[src/rtl/port_rd_frontend.sv]
`default_nettype none
// +------------------------------------------------------------------+
// | port_rd_frontend: egress FIFO replaying backend half-words as     |
// | sop/vld/eop framed packets, cut-through.  Rev 1.0                 |
// +------------------------------------------------------------------+
module port_rd_frontend #(
  parameter int unsigned DEPTH        = 64,
  parameter int unsigned PAUSE_MARGIN = 3
) (
  input  logic        clk,
  input  logic        rst,
  input  logic        xfer_data_vld_i,
  input  logic [15:0] xfer_data_i,
  input  logic        end_of_packet_i,
  output logic        xfer_pause_o,
  input  logic        ready_i,
  output logic        rd_sop_o,
  output logic        rd_vld_o,
  output logic [15:0] rd_data_o,
  output logic        rd_eop_o,
  output logic        overflow_o
);

  localparam int unsigned AW       = $clog2(DEPTH);
  localparam logic [AW:0] c_DEPTH  = (AW+1)'(DEPTH);
  localparam logic [AW:0] c_MARGIN = (AW+1)'(PAUSE_MARGIN);

  typedef enum logic [1:0] {
    S_IDLE = 2'd0,
    S_SOP  = 2'd1,
    S_DATA = 2'd2,
    S_EOP  = 2'd3
  } state_e;

  logic [16:0]   mem_q [DEPTH];
  logic [AW-1:0] wr_ptr_q, wr_ptr_d;
  logic [AW-1:0] rd_ptr_q, rd_ptr_d;
  logic [AW:0]   count_q,  count_d;
  logic          pause_q;
  logic          overflow_q;

  state_e        state_q;
  logic          sop_q;
  logic          vld_q;
  logic          eop_q;
  logic          last_q;
  logic [15:0]   data_q;

  logic          w_push;
  logic          w_drop;
  logic          w_pop;
  logic [16:0]   w_rd_word;

  assign w_push    = xfer_data_vld_i && (count_q < c_DEPTH);
  assign w_drop    = xfer_data_vld_i && (count_q == c_DEPTH);
  // Pops happen on the edge that opens a DATA cycle, so rd_vld is registered.
  assign w_pop     = ((state_q == S_SOP) || ((state_q == S_DATA) && !last_q))
                     && (count_q != '0);
  assign w_rd_word = mem_q[rd_ptr_q];

  always_comb begin
    wr_ptr_d = wr_ptr_q + AW'(w_push);
    rd_ptr_d = rd_ptr_q + AW'(w_pop);
    count_d  = count_q + (AW+1)'(w_push) - (AW+1)'(w_pop);
  end

  always_ff @(posedge clk) begin
    if (w_push) begin
      mem_q[wr_ptr_q] <= {end_of_packet_i, xfer_data_i};
    end
  end

  always_ff @(posedge clk) begin
    if (rst) begin
      wr_ptr_q   <= '0;
      rd_ptr_q   <= '0;
      count_q    <= '0;
      pause_q    <= 1'b0;
      overflow_q <= 1'b0;
    end else begin
      wr_ptr_q   <= wr_ptr_d;
      rd_ptr_q   <= rd_ptr_d;
      count_q    <= count_d;
      pause_q    <= (c_DEPTH - count_q) <= c_MARGIN;
      overflow_q <= overflow_q | w_drop;
    end
  end

  always_ff @(posedge clk) begin
    if (rst) begin
      state_q <= S_IDLE;
      sop_q   <= 1'b0;
      vld_q   <= 1'b0;
      eop_q   <= 1'b0;
      last_q  <= 1'b0;
      data_q  <= 16'h0000;
    end else begin
      sop_q <= 1'b0;
      vld_q <= 1'b0;
      eop_q <= 1'b0;
      case (state_q)
        S_IDLE: begin
          if (ready_i && (count_q != '0)) begin
            state_q <= S_SOP;
            sop_q   <= 1'b1;
          end
        end
        S_SOP, S_DATA: begin
          // last_q marks that the half-word on the output carried the flag bit
          if ((state_q == S_DATA) && last_q) begin
            state_q <= S_EOP;
            eop_q   <= 1'b1;
            last_q  <= 1'b0;
          end else begin
            state_q <= S_DATA;
            if (w_pop) begin
              vld_q  <= 1'b1;
              data_q <= w_rd_word[15:0];
              last_q <= w_rd_word[16];
            end
          end
        end
        S_EOP: begin
          state_q <= S_IDLE;
        end
        default: begin
          state_q <= S_IDLE;
        end
      endcase
    end
  end

  assign xfer_pause_o = pause_q;
  assign overflow_o   = overflow_q;
  assign rd_sop_o     = sop_q;
  assign rd_vld_o     = vld_q;
  assign rd_eop_o     = eop_q;
  assign rd_data_o    = data_q;

endmodule
`default_nettype wire

[config.mk]
export PLATFORM = sky130hd
export DESIGN_NAME = port_rd_frontend
export DESIGN_NICKNAME = d
export VERILOG_FILES = /design/src/rtl/port_rd_frontend.sv
export SDC_FILE = /design/constraint.sdc
export NUM_CORES = 1
export LEC_CHECK = 0
export CAP_MARGIN = 20
export CORE_MARGIN = 2
export CORE_UTILIZATION = 62
export CTS_CLUSTER_SIZE = 8
export DETAILED_ROUTE_END_ITERATION = 8
export PLACE_DENSITY_LB_ADDON = 0.12
export SYNTH_ARGS = -nofsm -noshare
export SYNTH_HDL_FRONTEND = slang
export SYNTH_SLANG_ARGS = --single-unit
[constraint.sdc]
create_clock -name clk -period 3.48 [get_ports clk]
set_input_delay 0.522 -clock clk [delete_from_list [all_inputs] [get_ports clk]]
set_output_delay 0.522 -clock clk [all_outputs]
set_load 0.02 [all_outputs]
After elaboration in Yosys (flattened, before gate mapping)
Memories as Yosys holds them, arrays and structs flattened. A register that Yosys moved wholly into a read port is not among the register bits.
Index checks and enable logic that the tools add are counted.
{"block": "totals", "register_bits": 43, "ramBits": 1088, "in_bits": 21, "mem_count": 1}
{"name": "mem_q", "words": 64, "word_bits": 17, "read_ports": 1, "rd_ports_with_merged_regs": 1, "wr": 1, "line_no": "35", "source": "logic [16:0] mem_q [DEPTH];"}
{"block": "classes", "add_sub_neg": 5, "order_cmp": 2, "eq_ne": 5, "mux": 11, "n_bitwise": 4, "n_reduce_logical": 17}
{"cell": "6-bit by 1-bit adder with 6-bit output", "n": 2}
{"cell": "1-bit two-way mux", "n": 8}
{"cell": "7-bit by 1-bit adder with 7-bit output", "n": 1}
{"cell": "7-bit equality test, second input constant", "n": 1}
{"cell": "7-bit by 2-bit <= comparator with 1-bit output, second input constant", "n": 1}
{"cell": "7-bit < comparator, second input constant", "n": 1}
{"cell": "7-bit nonzero test", "n": 1}
{"cell": "7-bit by 1-bit subtractor with 7-bit output", "n": 1}
{"cell": "7-bit subtractor, first input constant", "n": 1}
{"cell": "1-bit logical AND", "n": 6}
{"cell": "6-bit two-way mux", "n": 1}
{"cell": "2-bit case mux with 3 select lines", "n": 1}
{"cell": "2-bit OR reduction", "n": 3}
{"cell": "2-bit equality test, second input constant", "n": 2}
{"cell": "1-bit NOT", "n": 3}
{"cell": "3-bit AND reduction", "n": 1}
{"cell": "3-bit OR reduction", "n": 1}
{"cell": "2-bit by 1-bit equality test with 1-bit output, second input constant", "n": 1}
{"cell": "2-bit zero test", "n": 1}
{"cell": "2-bit two-way mux", "n": 1}
{"cell": "2-bit != test, second input constant", "n": 1}
{"cell": "2-bit AND reduction", "n": 1}
{"cell": "2-bit nonzero test", "n": 1}
{"cell": "1-bit zero test", "n": 1}
{"cell": "2 further kinds", "n": 2}

Logic depth before layout (Yosys ltp)
Gate-level depths: netlist of run 1.
{"block": "depth", "depth_word": 6, "mapped_depth": 16, "ltp_nobuf": 16}

Worst setup path before layout of run 1
No wires, ideal clock.
{"block": "synth_path", "kind": "reg-to-reg", "start": "register count_q[1]", "end": "register count_q[6]", "setup_ns": 0.128, "t_arrival_ns": 2.722, "required_time_ns": 3.352, "path_slack_ns": 0.631, "path_stages_with_launch": 17, "path_buffers": 0, "synth_period_minus_slack_ns": 2.849, "cell_sequence": "dfxtp_1 inv_1 ha_1 and3_1 o31ai_1 nand2_1 ha_1 inv_1 ha_1 inv_1 fa_1 o21bai_1 a21oi_1 o21bai_1 a21oi_1 xor2_1 nor2_1"}
{"block": "synth_between", "elab_chain_cells": 4, "elab_cells_between_ends": 6, "classes_between": "2 x add/sub; 1 x order compare; 3 x reduce/logical"}
{"element": "start: declaration", "line_no": "38", "source": "logic [AW:0] count_q, count_d;"}
{"element": "start signal: assignment", "line_no": "83", "source": "count_q <= count_d;"}
{"element": "7-bit < comparator", "line_no": "54", "source": "assign w_push = xfer_data_vld_i && (count_q < c_DEPTH);"}
{"element": "1-bit logical AND", "line_no": "54"}
{"element": "7-bit by 1-bit adder with 7-bit output", "line_no": "64", "source": "count_d = count_q + (AW+1)'(w_push) - (AW+1)'(w_pop);"}
{"element": "7-bit by 1-bit subtractor with 7-bit output *", "line_no": "64"}
Mark *: on every way between the ends. The rest lies on a longest branch, timed or not.
A chain may end at the register's enable or synchronous reset.

Worst setup path in the final report of run 1
Same ends and word-level chain as after synthesis.

==> out/metrics.cfg, run 1 <==
[clock_network]
clockBufferDepth = 3
cts_root_buf = clkbuf_16
cts_inserted_buffers = 159
worstSkewPairLatency_ns = 0.75
cts_resized = 0
h-tree-depth = 4
postCtsSetupBuffers = 0
clkSlewWorstSetupHoldPaths_ns = 0.05
cts_num_sinks = 1131
cts_tree = done
hold_buffers = 0

[power_and_ir_drop]
p_sw_mw = 8.19
intPower_mw = 25.6
clkPwrFrac = 0.405
p_sw_frac = 0.243
p_per_area_nw_per_um2 = 669
irDropWorstVdd_mv = 0.491
p_leak_nw = 15.8
comb_power_share = 0.138
seq_power_share = 0.456

[detailed_routing]
viasPerCell = 6.63
vias = 22200
ant_nets = 0
first_pass_iters = 5
routed_wirelength_mm = 103
wire_per_inst_microns = 30.9
drc_errors = 0
drt_iter0_drc = 2814

[logic_synthesis]
syn_avg_cell_area_sq_um = 20.6
synthArstFlopShare = 0
synth-edff-count = 1088
ys.warnings.count = 0
synth_flop_cell = edfxtp_1
ys_seq_area_frac = 0.766
syn_area_sq_um = 43800
synth.distinct_cells = 47
synthCells = 2125
synth-seq-cells = 1131
syn_nets = 2169

[grt]
grt_overflow = 0
grt_pass1_wl_mm = 151
grt_pass1_vias = 22400
grt_max_degree = 74
track_usage = 0.290
antenna_found_initial = 5

[sta]
relSlewSlack = 0.217
slew_violations = 0
max_freq_mhz = 312
hold_viol = 0
finClkSkew_ns = 0.0260
setup_ws_ns = 0.279
grt_setup_unrepaired = no
setup_violations = 0
timing.final.crit_share = 0.920
hold_slack_ns = 0.192
fin_setup_tns_ns = 0
fin_crit_ns = 3.20
worstMarginPinSlew_ns = 1.17

[placed_design]
pre_cts_ws_ns = 0.298
dpl.hpwl_mm = 61.6
portBuffers = 41
place.gp.congestion = 0.875

[die]
die_h_microns = 270
core_area_sq_um = 69900
ios = 42
num_rows = 97
die_area_sq_um = 72700
die_x_microns = 270
start_util = 0.626

[critical_path]
worstSetupPathType = flop to flop
critPathRequiredTime_ns = 4.09
critPathLaunchType = flop
critPathMaxFanout = 4
end_kind = flop
cp.arrival_ns = 3.81

[finish]
drive_gt1_frac = 0.238
area_growth_pct = 15.4
n_antenna_cell = 0
final_nets = 2404
n_fill_cell = 4189
post-route-util = 0.722

[flow_run]
cap_viol_max_count = 0

[outcome]
outcome = completed

[worst_hold_path]
hold_path.class = input pin to flop

==> layout make-up <==
| type | count | area, sq um | area share |
|---|---|---|---|
| Sequential cell | 1131 | 33500 | 0.665 |
| Timing Repair Buffer | 193 | 1720 | 0.0342 |
| Clock inverter | 15 | 269 | 0.00533 |
| Multi-Input combinational cell | 857 | 9570 | 0.190 |
| Inverter | 18 | 67.6 | 0.00134 |
| Tap cell | 940 | 1180 | 0.0233 |
| Clock buffer | 193 | 4130 | 0.0818 |
==> stage by stage <==
step / total power [mW] / cells / area [sq um]
6_report: 33.7 / 3347 / 50500
5_1_grt: 34.8 / 3347 / 50500
4_1_cts: 33.9 / 3344 / 50400
3_5_place_dp: 20.3 / 3136 / 46000
3_3_place_gp: 20.2 / 3136 / 46000
2_1_floorplan: 18.7 / 2125 / 43800
==> worst paths after layout <==
check        slack (ns)                     to                  start  cells after the start
min reg2reg        0.48  overflow_o$_SDFF_PP0_  overflow_o$_SDFF_PP0_                      2
max reg2reg        0.28  count_q[6]$_SDFF_PP0_  count_q[1]$_SDFF_PP0_                     16
max                0.28  count_q[6]$_SDFF_PP0_  count_q[1]$_SDFF_PP0_                     16
min                0.19  mem_q[3][9]$_DFFE_PP_         xfer_data_i[9]                      1
==> sequential cells by signal, indices dropped and copies added, names as in the netlist <==
register      flops
state_q           2
rd_sop_o          1
overflow_o        1
rd_eop_o          1
count_q           7
rd_ptr_q          6
wr_ptr_q          6
rd_data_o        16
rd_vld_o          1
mem_q          1088
last_q            1
xfer_pause_o      1
==> metal layers <==
layer / GRT usage / vias up / routed length [microns]
li1: - / 9248 / -
met1: 0.435 / 11600 / 42200
met2: 0.427 / 1123 / 47900
met3: 0.0606 / 183 / 9680
met4: 0.115 / 2 / 3480
met5: 0 / - / 13
==> cells in the final DEF, fill, tap and decap left out, drive strengths merged, types with 25 or more instances in the layout <==
cell type	count
nor2	108
inv	25
clkbuf	193
o221ai	34
o21ai	55
buf	169
a21oi	44
mux4	204
mux2i	202
dfxtp	43
edfxtp	1088
==> cells in the mapped netlist, types with 2 or more instances <==
cell type     n  share of area
nand4_1       2        0.00029
nand3_1      12         0.0014
nand2_1       9        0.00077
or3_1         3        0.00043
o21bai_1      4        0.00069
xnor2_1       8         0.0016
mux4_2      204           0.10
buf_4         9         0.0015
and3_1       18         0.0026
buf_1        13         0.0011
xor2_1        6         0.0012
clkbuf_1     57         0.0049
buf_6        13         0.0033
ha_1         22         0.0063
nand4b_1      2        0.00040
dfxtp_1      43          0.020
a211oi_1     24         0.0041
nor2_1      108         0.0093
o22ai_1      22         0.0031
edfxtp_1   1088           0.75
o21ai_0      43         0.0049
nor2b_1      11         0.0016
o21a_1        2        0.00034
a22oi_1       2        0.00034
or3b_2        2        0.00040
mux2i_1     202          0.046
a2111oi_2    12         0.0041
buf_2        27         0.0031
a221oi_1     15         0.0030
a221o_1      15         0.0034
nand3b_1      7         0.0012
a21oi_1      44         0.0050
o221ai_1     34         0.0068
o21ai_1      12         0.0014
inv_1        18         0.0015
==> critical path: stages, from the launching register on <==
cell	delay [ns]
dfxtp_2	0.36
inv_1	0.11
ha_1	0.25
and3_1	0.22
o31ai_1	0.22
nand2_1	0.13
ha_1	0.28
inv_1	0.06
ha_1	0.17
inv_1	0.07
fa_1	0.43
o21bai_1	0.19
a21oi_1	0.13
o21bai_1	0.17
a21oi_1	0.10
xor2_1	0.14
nor2_1	0.05
==> power groups by stage <==
| stage | Sequential [mW] | Clock (mW) | Combinational, mW |
|---|---|---|---|
| floorplan | 15.6 | 0 | 3.14 |
| global placement | 15.6 | 0 | 4.58 |
| detailed placement | 15.6 | 0 | 4.66 |
| CTS | 15.4 | 13.8 | 4.69 |
| global route | 15.4 | 14.4 | 4.98 |
| finish | 15.4 | 13.7 | 4.67 |
==> kinds of logic (layout without fill, tap and decap cells) <==
family                     count (synthesis)  count (layout)  synth area share
AOI/OAI and AO/OA                        238             238            0.0390
xor gates and xnor gates                  14              14           0.00280
adders and majority gates                 23              23           0.00675
buffers and inverters                    137             419            0.0155
DFF                                     1131            1131             0.766
muxes                                    406             406             0.151
and+or+nand+nor                          176             176            0.0186
No activity file was read; power rests on OpenSTA's default activity.
==> run 2, diff against run 1 <==
ABC_AREA = 1   (was unset)
CORE_ASPECT_RATIO = 1.75   (was unset)
CORE_UTILIZATION = 63   (was 62)
==> out/metrics.cfg, run 2 <==
[finish]
area_growth_pct = 13.4
mostFrequentLayoutCell = nand2_1
largest_register = mem_q
final_cell_mix = 1334 x nand2_1, 1088 x edfxtp_1, 580 x nand3_1, 477 x nor2_1, 311 x inv_1
post-route-util = 0.722
regArea_sq_um = 33500
n_antenna_cell = 0
multiInputGateArea_sq_um = 11200
drive_gt1_frac = 0.0808
final_nets = 4515
largest_reg_flops = 1088
n_fill_cell = 4931

[sta]
hold_viol = 0
slew_violations = 0
finClkSkew_ns = 0.0228
hold_slack_ns = 0.157
max_freq_mhz = 333
grt_setup_unrepaired = no
worstMarginPinSlew_ns = 1.18
relSlewSlack = 0.217
setup_violations = 0
timing.final.crit_share = 0.862
fin_setup_tns_ns = 0
fin_crit_ns = 3.00

[critical_path]
critPathMaxFanout = 4
worstPathCellList = inv_1, ha_1, nand3_1, nor2_1, nor3_2, inv_1, ha_1, inv_1, ha_1, inv_1, fa_1, nor2_1, o21ai_0, nand2_1, nand2_1, nand2_1, a21oi_1, o21ai_0, a21oi_1
critPathLaunchType = flop
crit_family = adder cells
cpMostUsedCell = inv_1
r2r.worst_path.cells = 19
critPathRequiredTime_ns = 4.08
end_kind = flop
worstSetupPathType = flop to flop
rrSetupSlack_ns = 0.48
max_stage_delay_ns = 0.43
r2r_end = count_q[6]$_SDFF_PP0_
cp.arrival_ns = 3.60
worst-path-buf-inv = 4
cp_slowest_cell = fa_1
r2r-start = count_q[1]$_SDFF_PP0_

[detailed_routing]
drt_iter0_drc = 3882
vias = 32200
ant_nets = 0
wire_per_inst_microns = 22.5
viasPerCell = 5.89
routed_wirelength_mm = 123
first_pass_iters = 5
drc_errors = 0

[logic_synthesis]
synth.distinct_cells = 26
yosys-top-cells-area = edfxtp_1 69%, nand2_1 11%, nand3_1 6.2%, nor2_1 3.8%, inv_1 2.5%
ys.warnings.count = 0
synthArstFlopShare = 0
syn_nets = 4381
synth_area_leader_cell = edfxtp_1
synth_flop_cell = edfxtp_1
ys_seq_area_frac = 0.712
synth_commonest_cells = 1335 x nand2_1, 1088 x edfxtp_1, 580 x nand3_1
synth.most_common_cell = nand2_1
syn_area_sq_um = 47100
syn_avg_cell_area_sq_um = 10.9
synth_top_area_frac = 0.694
synth-seq-cells = 1131
synth-edff-count = 1088
synthCells = 4337

[flow_run]
cap_viol_max_count = 0

[clock_network]
cts_tree = done
h-tree-depth = 4
clockBufferDepth = 3
worstSkewPairLatency_ns = 0.73
cts_inserted_buffers = 159
cts_root_buf = clkbuf_16
cts_num_sinks = 1131
clkSlewWorstSetupHoldPaths_ns = 0.05

[power_and_ir_drop]
p_leak_nw = 20.6
p_per_area_nw_per_um2 = 673
irDropWorstVdd_mv = 0.692

[grt]
grt_pass1_wl_mm = 183
grt_pass1_vias = 30900
track_usage = 0.325
grt_overflow = 0
grt_max_degree = 176
antenna_found_initial = 0

[worst_hold_path]
holdPathEnd = mem_q[49][11]$_DFFE_PP_
hold_path.class = input pin to flop
hp-start = xfer_data_i[11]
hold_depth = 1

[die]
die_area_sq_um = 77000
num_rows = 132
start_util = 0.636
core_area_sq_um = 74000
ios = 42
die_x_microns = 211
die_h_microns = 366

[placed_design]
portBuffers = 41
dpl.hpwl_mm = 69.9
place.gp.congestion = 0.860

[outcome]
outcome = completed

run 2: cell families (layout without fill, tap and decap cells):
kind of cell,count (synthesis),in the layout,share of synthesized area
buffers and inverters,552,734,0.0488
AO/OA/AOI/OAI,219,219,0.0234
AND/OR/NAND/NOR,2406,2406,0.208
XOR/XNOR,6,6,0.00112
flip-flops,1131,1131,0.712
adder cells (fa/ha/maj),23,23,0.00627
run 2: stage by stage:
stage               cell area, sq um  power, mW  setup slack [ns]  instances
finish                         53400       35.9             0.479       5457
global route                   53400       37.3            0.0980       5457
CTS                            53300       36.0             0.445       5454
detailed placement             49000       22.4             0.405       5244
global placement               49000       22.3             0.306       5243
floorplan                      47100       20.1             0.510       4337
run 2: layout make-up:
type | instances | share of cell area
inverter | 318 | 0.0228
clock buffer | 203 | 0.0800
clock inverter | 6 | 0.00117
timing repair buffer | 207 | 0.0353
tap | 938 | 0.0220
multi-input combinational | 2654 | 0.211
sequential | 1131 | 0.628
run 2: worst reg2reg max path, stage by stage (launching register included):
cell	delay, ns
dfxtp_1	0.39
inv_1	0.12
ha_1	0.24
nand3_1	0.17
nor2_1	0.09
nor3_2	0.18
inv_1	0.06
ha_1	0.26
inv_1	0.06
ha_1	0.16
inv_1	0.06
fa_1	0.43
nor2_1	0.11
o21ai_0	0.08
nand2_1	0.10
nand2_1	0.06
nand2_1	0.06
a21oi_1	0.07
o21ai_0	0.14
a21oi_1	0.05
run 2: report_power, final:
| group | internal [mW] | switching [mW] |
|---|---|---|
| clock | 8.41 | 5.24 |
| sequential | 15.2 | 0.232 |
| combinational | 2.03 | 4.79 |
| total | 25.7 | 10.3 |
run 2: timing repair:
item,4_1_cts,5_1_grt
hold endpoints to repair,1,0
setup buffers,0,0
resized for setup,0,0
hold buffers,1,0
run 2: how the worst max path moves through the flow:
stage | from | to | slack (ns) | cells after the start
2_1_floorplan | count_q[1]$_SDFF_PP0_ | count_q[6]$_SDFF_PP0_ | 0.51 | 19
5_1_grt | count_q[1]$_SDFF_PP0_ | count_q[6]$_SDFF_PP0_ | 0.1 | 19
3_3_place_gp | xfer_data_vld_i | count_q[6]$_SDFF_PP0_ | 0.31 | 17
4_1_cts | count_q[1]$_SDFF_PP0_ | count_q[6]$_SDFF_PP0_ | 0.44 | 19
6_report | count_q[1]$_SDFF_PP0_ | count_q[6]$_SDFF_PP0_ | 0.48 | 19
3_5_place_dp | xfer_data_vld_i | count_q[6]$_SDFF_PP0_ | 0.41 | 17
run 2: per-layer routing:
metal | wire length [microns] | GRT usage
met1 | 45700 | 0.430
met2 | 59700 | 0.530
met3 | 11000 | 0.0435
met4 | 6360 | 0.173
met5 | 0 | 0
